File: config.mk
export PLATFORM = sky130hd
export DESIGN_NAME = decrypt_rx_frontend_flat
export DESIGN_NICKNAME = d
export VERILOG_FILES = /design/src/rtl/crypt_pkg.sv /design/src/rtl/decrypt_rx_frontend_if.sv /design/src/rtl/uart_rx_core.sv /design/src/rtl/decrypt_rx_frontend.sv /design/src/flat_wrapper.sv
export SDC_FILE = /design/constraint.sdc
export NUM_CORES = 1
export LEC_CHECK = 0
export ABC_AREA = 1
export BUFFER_PORTS_ARGS = -buffer_cell sky130_fd_sc_hd__buf_2
export CAP_MARGIN = 20
export CELL_PAD_IN_SITES_DETAIL_PLACEMENT = 0
export CELL_PAD_IN_SITES_GLOBAL_PLACEMENT = 1
export CORE_MARGIN = 1
export CORE_UTILIZATION = 39
export CTS_CLUSTER_SIZE = 14
export DETAILED_ROUTE_END_ITERATION = 8
export PLACE_DENSITY_LB_ADDON = 0.1
export SLEW_MARGIN = 20
export SYNTH_ARGS = -nofsm -noshare
export SYNTH_HDL_FRONTEND = slang
export SYNTH_SLANG_ARGS = --single-unit
File: constraint.sdc
create_clock -name clk -period 1.4 [get_ports clk]
set_input_delay 0.21 -clock clk [delete_from_list [all_inputs] [get_ports clk]]
set_output_delay 0.21 -clock clk [all_outputs]
set_load 0.05 [all_outputs]
File: src/rtl/crypt_pkg.sv
// Shared constants and FSM state encodings for the decrypt receive path.
// Both the bit-level UART core and the byte-level framer import this package.
package crypt_pkg;

    localparam logic [7:0] KEY_CMD_DEFAULT   = 8'hA5;
    localparam logic [7:0] KEY_RESET_DEFAULT = 8'h3C;

    // BIT_PARITY is only reachable when DECRYPT_RX_PARITY_EN is defined
    typedef enum logic [2:0] {
        BIT_IDLE,
        BIT_START,
        BIT_DATA,
        BIT_PARITY,
        BIT_STOP
    } bit_state_e;

    typedef enum logic {
        PROTO_NORMAL,
        PROTO_KEY_PEND
    } proto_state_e;

endpackage

File: src/rtl/decrypt_rx_frontend_if.sv
// Output bundle of the receive frontend: held key, ciphertext valid/ready register and error pulses.
// The frontend drives it through the master modport; the decrypt stage consumes it as slave.
interface decrypt_rx_frontend_if;

    logic [7:0] key_o;
    logic [7:0] cipher_o;
    logic       cipher_valid_o;
    logic       cipher_ready_i;
    logic       frame_err_o;
    logic       overrun_o;

    modport master (
        output key_o,
        output cipher_o,
        output cipher_valid_o,
        output frame_err_o,
        output overrun_o,
        input  cipher_ready_i
    );

    modport slave (
        input  key_o,
        input  cipher_o,
        input  cipher_valid_o,
        input  frame_err_o,
        input  overrun_o,
        output cipher_ready_i
    );

endinterface

File: src/rtl/uart_rx_core.sv
// Purpose: 2-flop synchroniser + bit FSM deserialising 8N1 (8E1 with DECRYPT_RX_PARITY_EN) frames.
// Latency: byte_done_o/err_o assert combinationally in the stop-sample cycle, 2+CPB/2+9*CPB after the pin edge.
// Backpressure: none; the serial line cannot be stalled, downstream must absorb every byte_done_o.
module uart_rx_core
    import crypt_pkg::*;
#(
    parameter int CLKS_PER_BIT = 104
) (
    input  logic       clk,
    input  logic       rst_n,
    input  logic       rx_i,
    output logic [7:0] byte_o,
    output logic       byte_done_o,
    output logic       err_o
);

    localparam int                CNT_W    = $clog2(CLKS_PER_BIT);
    localparam logic [CNT_W-1:0] BIT_END  = CNT_W'(CLKS_PER_BIT - 1);
    localparam logic [CNT_W-1:0] HALF_END = CNT_W'(CLKS_PER_BIT / 2 - 1);

    logic             rx_meta_q;
    logic             rx_sync_q;
    logic             rx_prev_q;

    bit_state_e       state_q,   state_d;
    logic [CNT_W-1:0] cnt_q,     cnt_d;
    logic [2:0]       bit_idx_q, bit_idx_d;
    logic [7:0]       shift_q,   shift_d;
`ifdef DECRYPT_RX_PARITY_EN
    logic             par_err_q, par_err_d;
`endif

    // Synchroniser resets to the idle level so a reset never fakes a start edge
    always_ff @(posedge clk or negedge rst_n) begin
        if (!rst_n) begin
            rx_meta_q <= 1'b1;
            rx_sync_q <= 1'b1;
            rx_prev_q <= 1'b1;
        end else begin
            rx_meta_q <= rx_i;
            rx_sync_q <= rx_meta_q;
            rx_prev_q <= rx_sync_q;
        end
    end

    always_ff @(posedge clk or negedge rst_n) begin
        if (!rst_n) begin
            state_q   <= BIT_IDLE;
            cnt_q     <= '0;
            bit_idx_q <= '0;
            shift_q   <= '0;
`ifdef DECRYPT_RX_PARITY_EN
            par_err_q <= 1'b0;
`endif
        end else begin
            state_q   <= state_d;
            cnt_q     <= cnt_d;
            bit_idx_q <= bit_idx_d;
            shift_q   <= shift_d;
`ifdef DECRYPT_RX_PARITY_EN
            par_err_q <= par_err_d;
`endif
        end
    end

    always_comb begin
        state_d     = state_q;
        cnt_d       = cnt_q;
        bit_idx_d   = bit_idx_q;
        shift_d     = shift_q;
        byte_done_o = 1'b0;
        err_o       = 1'b0;
`ifdef DECRYPT_RX_PARITY_EN
        par_err_d   = par_err_q;
`endif
        case (state_q)
            // Edge-triggered start: after a bad stop bit the line must rise before a new frame begins
            BIT_IDLE: begin
                cnt_d = '0;
                if (rx_prev_q && !rx_sync_q) begin
                    state_d = BIT_START;
                end
            end
            BIT_START: begin
                if (cnt_q == HALF_END) begin
                    cnt_d     = '0;
                    bit_idx_d = '0;
                    state_d   = rx_sync_q ? BIT_IDLE : BIT_DATA;
                end else begin
                    cnt_d = cnt_q + CNT_W'(1);
                end
            end
            BIT_DATA: begin
                if (cnt_q == BIT_END) begin
                    cnt_d     = '0;
                    shift_d   = {rx_sync_q, shift_q[7:1]};
                    bit_idx_d = bit_idx_q + 3'd1;
                    if (bit_idx_q == 3'd7) begin
`ifdef DECRYPT_RX_PARITY_EN
                        state_d = BIT_PARITY;
`else
                        state_d = BIT_STOP;
`endif
                    end
                end else begin
                    cnt_d = cnt_q + CNT_W'(1);
                end
            end
`ifdef DECRYPT_RX_PARITY_EN
            BIT_PARITY: begin
                if (cnt_q == BIT_END) begin
                    cnt_d     = '0;
                    par_err_d = rx_sync_q ^ (^shift_q);
                    state_d   = BIT_STOP;
                end else begin
                    cnt_d = cnt_q + CNT_W'(1);
                end
            end
`endif
            BIT_STOP: begin
                if (cnt_q == BIT_END) begin
                    cnt_d   = '0;
                    state_d = BIT_IDLE;
`ifdef DECRYPT_RX_PARITY_EN
                    if (rx_sync_q && !par_err_q) begin
`else
                    if (rx_sync_q) begin
`endif
                        byte_done_o = 1'b1;
                    end else begin
                        err_o = 1'b1;
                    end
                end else begin
                    cnt_d = cnt_q + CNT_W'(1);
                end
            end
            default: begin
                state_d = BIT_IDLE;
                cnt_d   = '0;
            end
        endcase
    end

    assign byte_o = shift_q;

endmodule

File: src/rtl/decrypt_rx_frontend.sv
// Purpose: UART framer feeding decrypt: splits KEY_CMD-prefixed key loads from ciphertext (parity via DECRYPT_RX_PARITY_EN).
// Latency: cipher valid, key update and error pulses appear the cycle after the stop-bit sample.
// Backpressure: one-byte holding register; a byte arriving while it is full and not consumed is dropped with overrun_o.
module decrypt_rx_frontend
    import crypt_pkg::*;
#(
    parameter int         CLKS_PER_BIT = 104,
    parameter logic [7:0] KEY_CMD      = KEY_CMD_DEFAULT,
    parameter logic [7:0] KEY_RESET    = KEY_RESET_DEFAULT
) (
    input  logic                         clk,
    input  logic                         rst_n,
    input  logic                         rx_i,
    decrypt_rx_frontend_if.master        bus
);

    logic [7:0]   rx_byte;
    logic         rx_done;
    logic         rx_err;
    logic         emit;

    proto_state_e proto_q,      proto_d;
    logic [7:0]   key_q,        key_d;
    logic [7:0]   cipher_q,     cipher_d;
    logic         cipher_vld_q, cipher_vld_d;
    logic         frame_err_q,  frame_err_d;
    logic         overrun_q,    overrun_d;

    uart_rx_core #(
        .CLKS_PER_BIT (CLKS_PER_BIT)
    ) u_rx_core (
        .clk         (clk),
        .rst_n       (rst_n),
        .rx_i        (rx_i),
        .byte_o      (rx_byte),
        .byte_done_o (rx_done),
        .err_o       (rx_err)
    );

    always_ff @(posedge clk or negedge rst_n) begin
        if (!rst_n) begin
            proto_q      <= PROTO_NORMAL;
            key_q        <= KEY_RESET;
            cipher_q     <= '0;
            cipher_vld_q <= 1'b0;
            frame_err_q  <= 1'b0;
            overrun_q    <= 1'b0;
        end else begin
            proto_q      <= proto_d;
            key_q        <= key_d;
            cipher_q     <= cipher_d;
            cipher_vld_q <= cipher_vld_d;
            frame_err_q  <= frame_err_d;
            overrun_q    <= overrun_d;
        end
    end

    always_comb begin
        proto_d      = proto_q;
        key_d        = key_q;
        cipher_d     = cipher_q;
        cipher_vld_d = cipher_vld_q & ~bus.cipher_ready_i;
        frame_err_d  = 1'b0;
        overrun_d    = 1'b0;
        emit         = 1'b0;

        if (rx_err) begin
            frame_err_d = 1'b1;
            proto_d     = PROTO_NORMAL;
        end else if (rx_done) begin
            case (proto_q)
                PROTO_NORMAL: begin
                    if (rx_byte == KEY_CMD) begin
                        proto_d = PROTO_KEY_PEND;
                    end else begin
                        emit = 1'b1;
                    end
                end
                // A doubled command byte is the escape for a literal KEY_CMD ciphertext byte
                PROTO_KEY_PEND: begin
                    proto_d = PROTO_NORMAL;
                    if (rx_byte == KEY_CMD) begin
                        emit = 1'b1;
                    end else begin
                        key_d = rx_byte;
                    end
                end
                default: proto_d = PROTO_NORMAL;
            endcase
        end

        if (emit) begin
            if (!cipher_vld_q || bus.cipher_ready_i) begin
                cipher_d     = rx_byte;
                cipher_vld_d = 1'b1;
            end else begin
                overrun_d = 1'b1;
            end
        end
    end

    assign bus.key_o          = key_q;
    assign bus.cipher_o       = cipher_q;
    assign bus.cipher_valid_o = cipher_vld_q;
    assign bus.frame_err_o    = frame_err_q;
    assign bus.overrun_o      = overrun_q;

endmodule

File: src/flat_wrapper.sv
// flat-port wrapper written by rule: the top's interface ports become plain ports
module decrypt_rx_frontend_flat import crypt_pkg::*;
#(
    parameter int         CLKS_PER_BIT = 104,
    parameter logic [7:0] KEY_CMD      = KEY_CMD_DEFAULT,
    parameter logic [7:0] KEY_RESET    = KEY_RESET_DEFAULT
)
  (clk, rst_n, rx_i, bus_key_o, bus_cipher_o, bus_cipher_valid_o, bus_frame_err_o, bus_overrun_o, bus_cipher_ready_i);
  decrypt_rx_frontend_if bus_i ();
  input  logic clk;
  input  logic rst_n;
  input  logic rx_i;
  output wire logic [$bits(bus_i.key_o)-1:0] bus_key_o;
  output wire logic [$bits(bus_i.cipher_o)-1:0] bus_cipher_o;
  output wire logic [$bits(bus_i.cipher_valid_o)-1:0] bus_cipher_valid_o;
  output wire logic [$bits(bus_i.frame_err_o)-1:0] bus_frame_err_o;
  output wire logic [$bits(bus_i.overrun_o)-1:0] bus_overrun_o;
  input wire logic [$bits(bus_i.cipher_ready_i)-1:0] bus_cipher_ready_i;
  assign bus_key_o = bus_i.key_o;
  assign bus_cipher_o = bus_i.cipher_o;
  assign bus_cipher_valid_o = bus_i.cipher_valid_o;
  assign bus_frame_err_o = bus_i.frame_err_o;
  assign bus_overrun_o = bus_i.overrun_o;
  assign bus_i.cipher_ready_i = bus_cipher_ready_i;
  decrypt_rx_frontend #(.CLKS_PER_BIT(CLKS_PER_BIT), .KEY_CMD(KEY_CMD), .KEY_RESET(KEY_RESET)) u_core (.clk(clk), .rst_n(rst_n), .rx_i(rx_i), .bus(bus_i));
endmodule
==> results.toml <==
[critical_path]
path_cells = "ha_4, buf_4, inv_2, nor2_1, nand3_1, nand2_2, buf_12, nand4_1, nand2_1"
cp.arrival_ps = 1600
r2r-end = "u_core.u_rx_core.state_q[2]"
r2r_slack_ps = -10
critical_path_buf_inv_count = 3
cp_slowest_cell = "dfrtp_1"
worstPathRequired_ps = 1590
reg2reg_depth = 9
r2r_start = "u_core.u_rx_core.cnt_q[1]"
crit_family = "flip-flops"
critical_path.max_fanout = 8
endpoint_kind = "register"
cpPeakStageDelay_ps = 410
cp-start-kind = "register"
critical_path_class = "register to register"
critPathLaunch = "u_core.u_rx_core.cnt_q[1]"

[route]
drt_iter0_drc = 71
ant_nets = 0
drc = 0
avgViaCountPerCell = 4.58
via_count = 1686
drt_wl_total_um = 4470
first_pass_iters = 4
wl_per_cell_um = 12.1

[clock_tree]
cts_buffer_depth = 2
numCtsBuffers = 5
cts_sinks = 44
h-tree-depth = 2
clk_latency_ps = 300
clkTransAtPathRegs_ps = 90
cts_root_buf = "clkbuf_8"
cts_tree = "done"

[power]
p_per_area_nw_per_um2 = 1240
peakVddDrop_v = 0.000708
power_leakage_nw = 1.48

[finish]
stdcell_count = 368
syn_to_final_growth_pct = 33.6
layout-drive-gt1-share_pct = 41.6
n_antenna_cell = 0
fillers = 516
multiInputGateArea_um2 = 948
final_util_pct = 54.1
regArea_um2 = 1110
fin_nets = 305

[sta]
min_period_over_period_pct = 101
slew_viol_final = 0
rsz0062_at_grt = "true"
hold_violations = 0
finalCriticalPeriod_ps = 1410
tightest_slew_ps = 256
setup_viol = 3
setup_ws_ps = -12.0
finalClockSkew_ps = 4.70
fmax_mhz = 708
relSlewSlack_pct = 83.0

[place]
dpl.hpwl_um = 3060
routabilityCongestion = 0.776
dp.cells = 352
port_buffers = 22

[logic_synthesis]
synth_top_area_cell = "dfrtp_1"
synth-seq-cells = 44
synth_nets = 243
synthArstFlopShare_pct = 100
yosys_most_used_dff = "dfrtp_1"
yosysWarnings = 0
yosysUniqueCellTypes = 26
synth_area_um2 = 2080
synth.top_cells.by_count = "69 x nand2_1, 37 x dfrtp_1, 28 x nor2_1"
synthMostInstantiatedCell = "nand2_1"
syn_avg_cell_area_um2 = 8.86
syn_inst = 235
synth_area_leaders = "dfrtp_1 44%, nand2_1 12%, dfstp_2 8.8%"
yosysSeqAreaShare_pct = 53.3
yosysTopAreaCellShare_pct = 44.4
synth_edf_count = 0

[global_route]
grt_pass1_wl_um = 7030
antenna_found_initial = 0
grt_max_degree = 45
first_global_vias = 1538
grt_overflow = 0
track_usage_pct = 17.1

[min_path]
hold_start = "bus_cipher_ready_i"
hp-class = "input port to register"
min_path_cells = 4
hold_end = "u_core.bus.overrun_o"

[die]
die_w_um = 75.1
start_util_pct = 40.5
die-area_um2 = 5640
rows = 26
io_pins = 23
die_h_um = 75.1
core_um2 = 5140

[run_status]
status = "complete, but fails checks"
violations = "setup timing"

[job]
max_cap_viol_count = 0
[cell families after synthesis]
group	after synthesis	synth area share [%]
DFF	44	53.3
adders and majority gates	4	2.40
xor gates and xnor gates	2	0.841
buffers and inverters	30	5.77
AOI/OAI and AO/OA	12	4.44
and+or+nand+nor	143	33.3
[flip-flops by register name, indices dropped and copies added, names as in the netlist, 3 cells and up]
name and flops:
u_core.bus.cipher_o 8, u_core.u_rx_core.bit_idx_q 3, u_core.u_rx_core.byte_o 8, u_core.bus.key_o 8, u_core.u_rx_core.cnt_q 7, u_core.u_rx_core.state_q 3
[worst min-delay path, stage by stage]
cell     delay [ps]
buf_2            70
inv_1            30
nand2_1         180
nor2_1           70
[cell usage in the layout, fill, tap and decap left out, types with 2 or more instances in the layout]
master,count
nand4_1,6
dlygate4sd3_1,2
buf_2,22
nand2_4,3
nor2_4,4
o21ai_2,6
ha_1,2
nor2_2,6
xor2_1,2
a21oi_2,3
nand3_1,21
nand3b_1,2
clkbuf_8,5
nand3_4,3
nor2_1,23
ha_4,2
buf_12,3
dfrtp_1,36
nor3_1,2
nand2_1,59
inv_2,10
buf_4,28
nand3_2,2
dfstp_2,7
nand2_2,12
inv_1,16
[worst max-delay path by stage]
| stage | end | slack [ps] | cells after the start |
|---|---|---|---|
| 6_report | u_core.u_rx_core.state_q[2] | -10 | 9 |
| 5_1_grt | u_core.u_rx_core.bit_idx_q[1] | -80 | 10 |
| 4_1_cts | u_core.bus.cipher_o[2] | -20 | 8 |
| 3_5_place_dp | u_core.bus.cipher_o[2] | -40 | 8 |
| 3_3_place_gp | u_core.bus.cipher_o[6] | -20 | 8 |
| 2_1_floorplan | u_core.bus.cipher_o[0] | 7 | 10 |
[through the flow]
stage | instance area (um2) | hold WS (ps) | setup TNS, ps | total power, W | setup slack, ps
global placement | 2520 | 209 | -170 | 0.00233 | -23.6
finish | 2780 | 292 | -20.8 | 0.00344 | -12.0
detailed placement | 2520 | 205 | -251 | 0.00232 | -39.9
CTS | 2670 | 289 | -122 | 0.00333 | -19.0
floorplan | 2100 | -85.6 | 0 | 0.00193 | 6.90
global route | 2780 | 313 | -1190 | 0.00361 | -83.4
[cell type report]
class                      instances  share of cell area (%)
inverter                          28                    4.05
clock inverter                     3                    1.53
timing repair buffer              56                    14.8
multi-input combinational        162                    34.1
tap                               70                    3.15
sequential                        44                    39.9
clock buffer                       5                    2.47
[repair_timing]
| action | 4_1_cts | 5_1_grt |
|---|---|---|
| setup buffers | 1 | 4 |
| cloned | 0 | 1 |
| gates resized for setup | 4 | 28 |
| hold endpoints to repair | 38 | 0 |
| endpoints found under the setup margin | 13 | 34 |
| pin swaps | 5 | 15 |
| hold buffers | 2 | 0 |
[routing by layer]
layer / share of wire [%] / routed length [um] / global-route usage, %
met5: 0 / 0 / 0
met4: 1.2 / 55 / 5.66
met3: 3.2 / 142 / 4.42
met2: 44 / 1970 / 25.2
met1: 51 / 2290 / 24.5
[power breakdown]
group          switching, W  internal, W  total, W  leakage, nW
clock              0.000452     0.000528  0.000981       0.0541
combinational      0.000581     0.000434   0.00101        0.847
sequential        0.0000841      0.00136   0.00144        0.583
No activity file was read; power rests on OpenSTA's default activity.
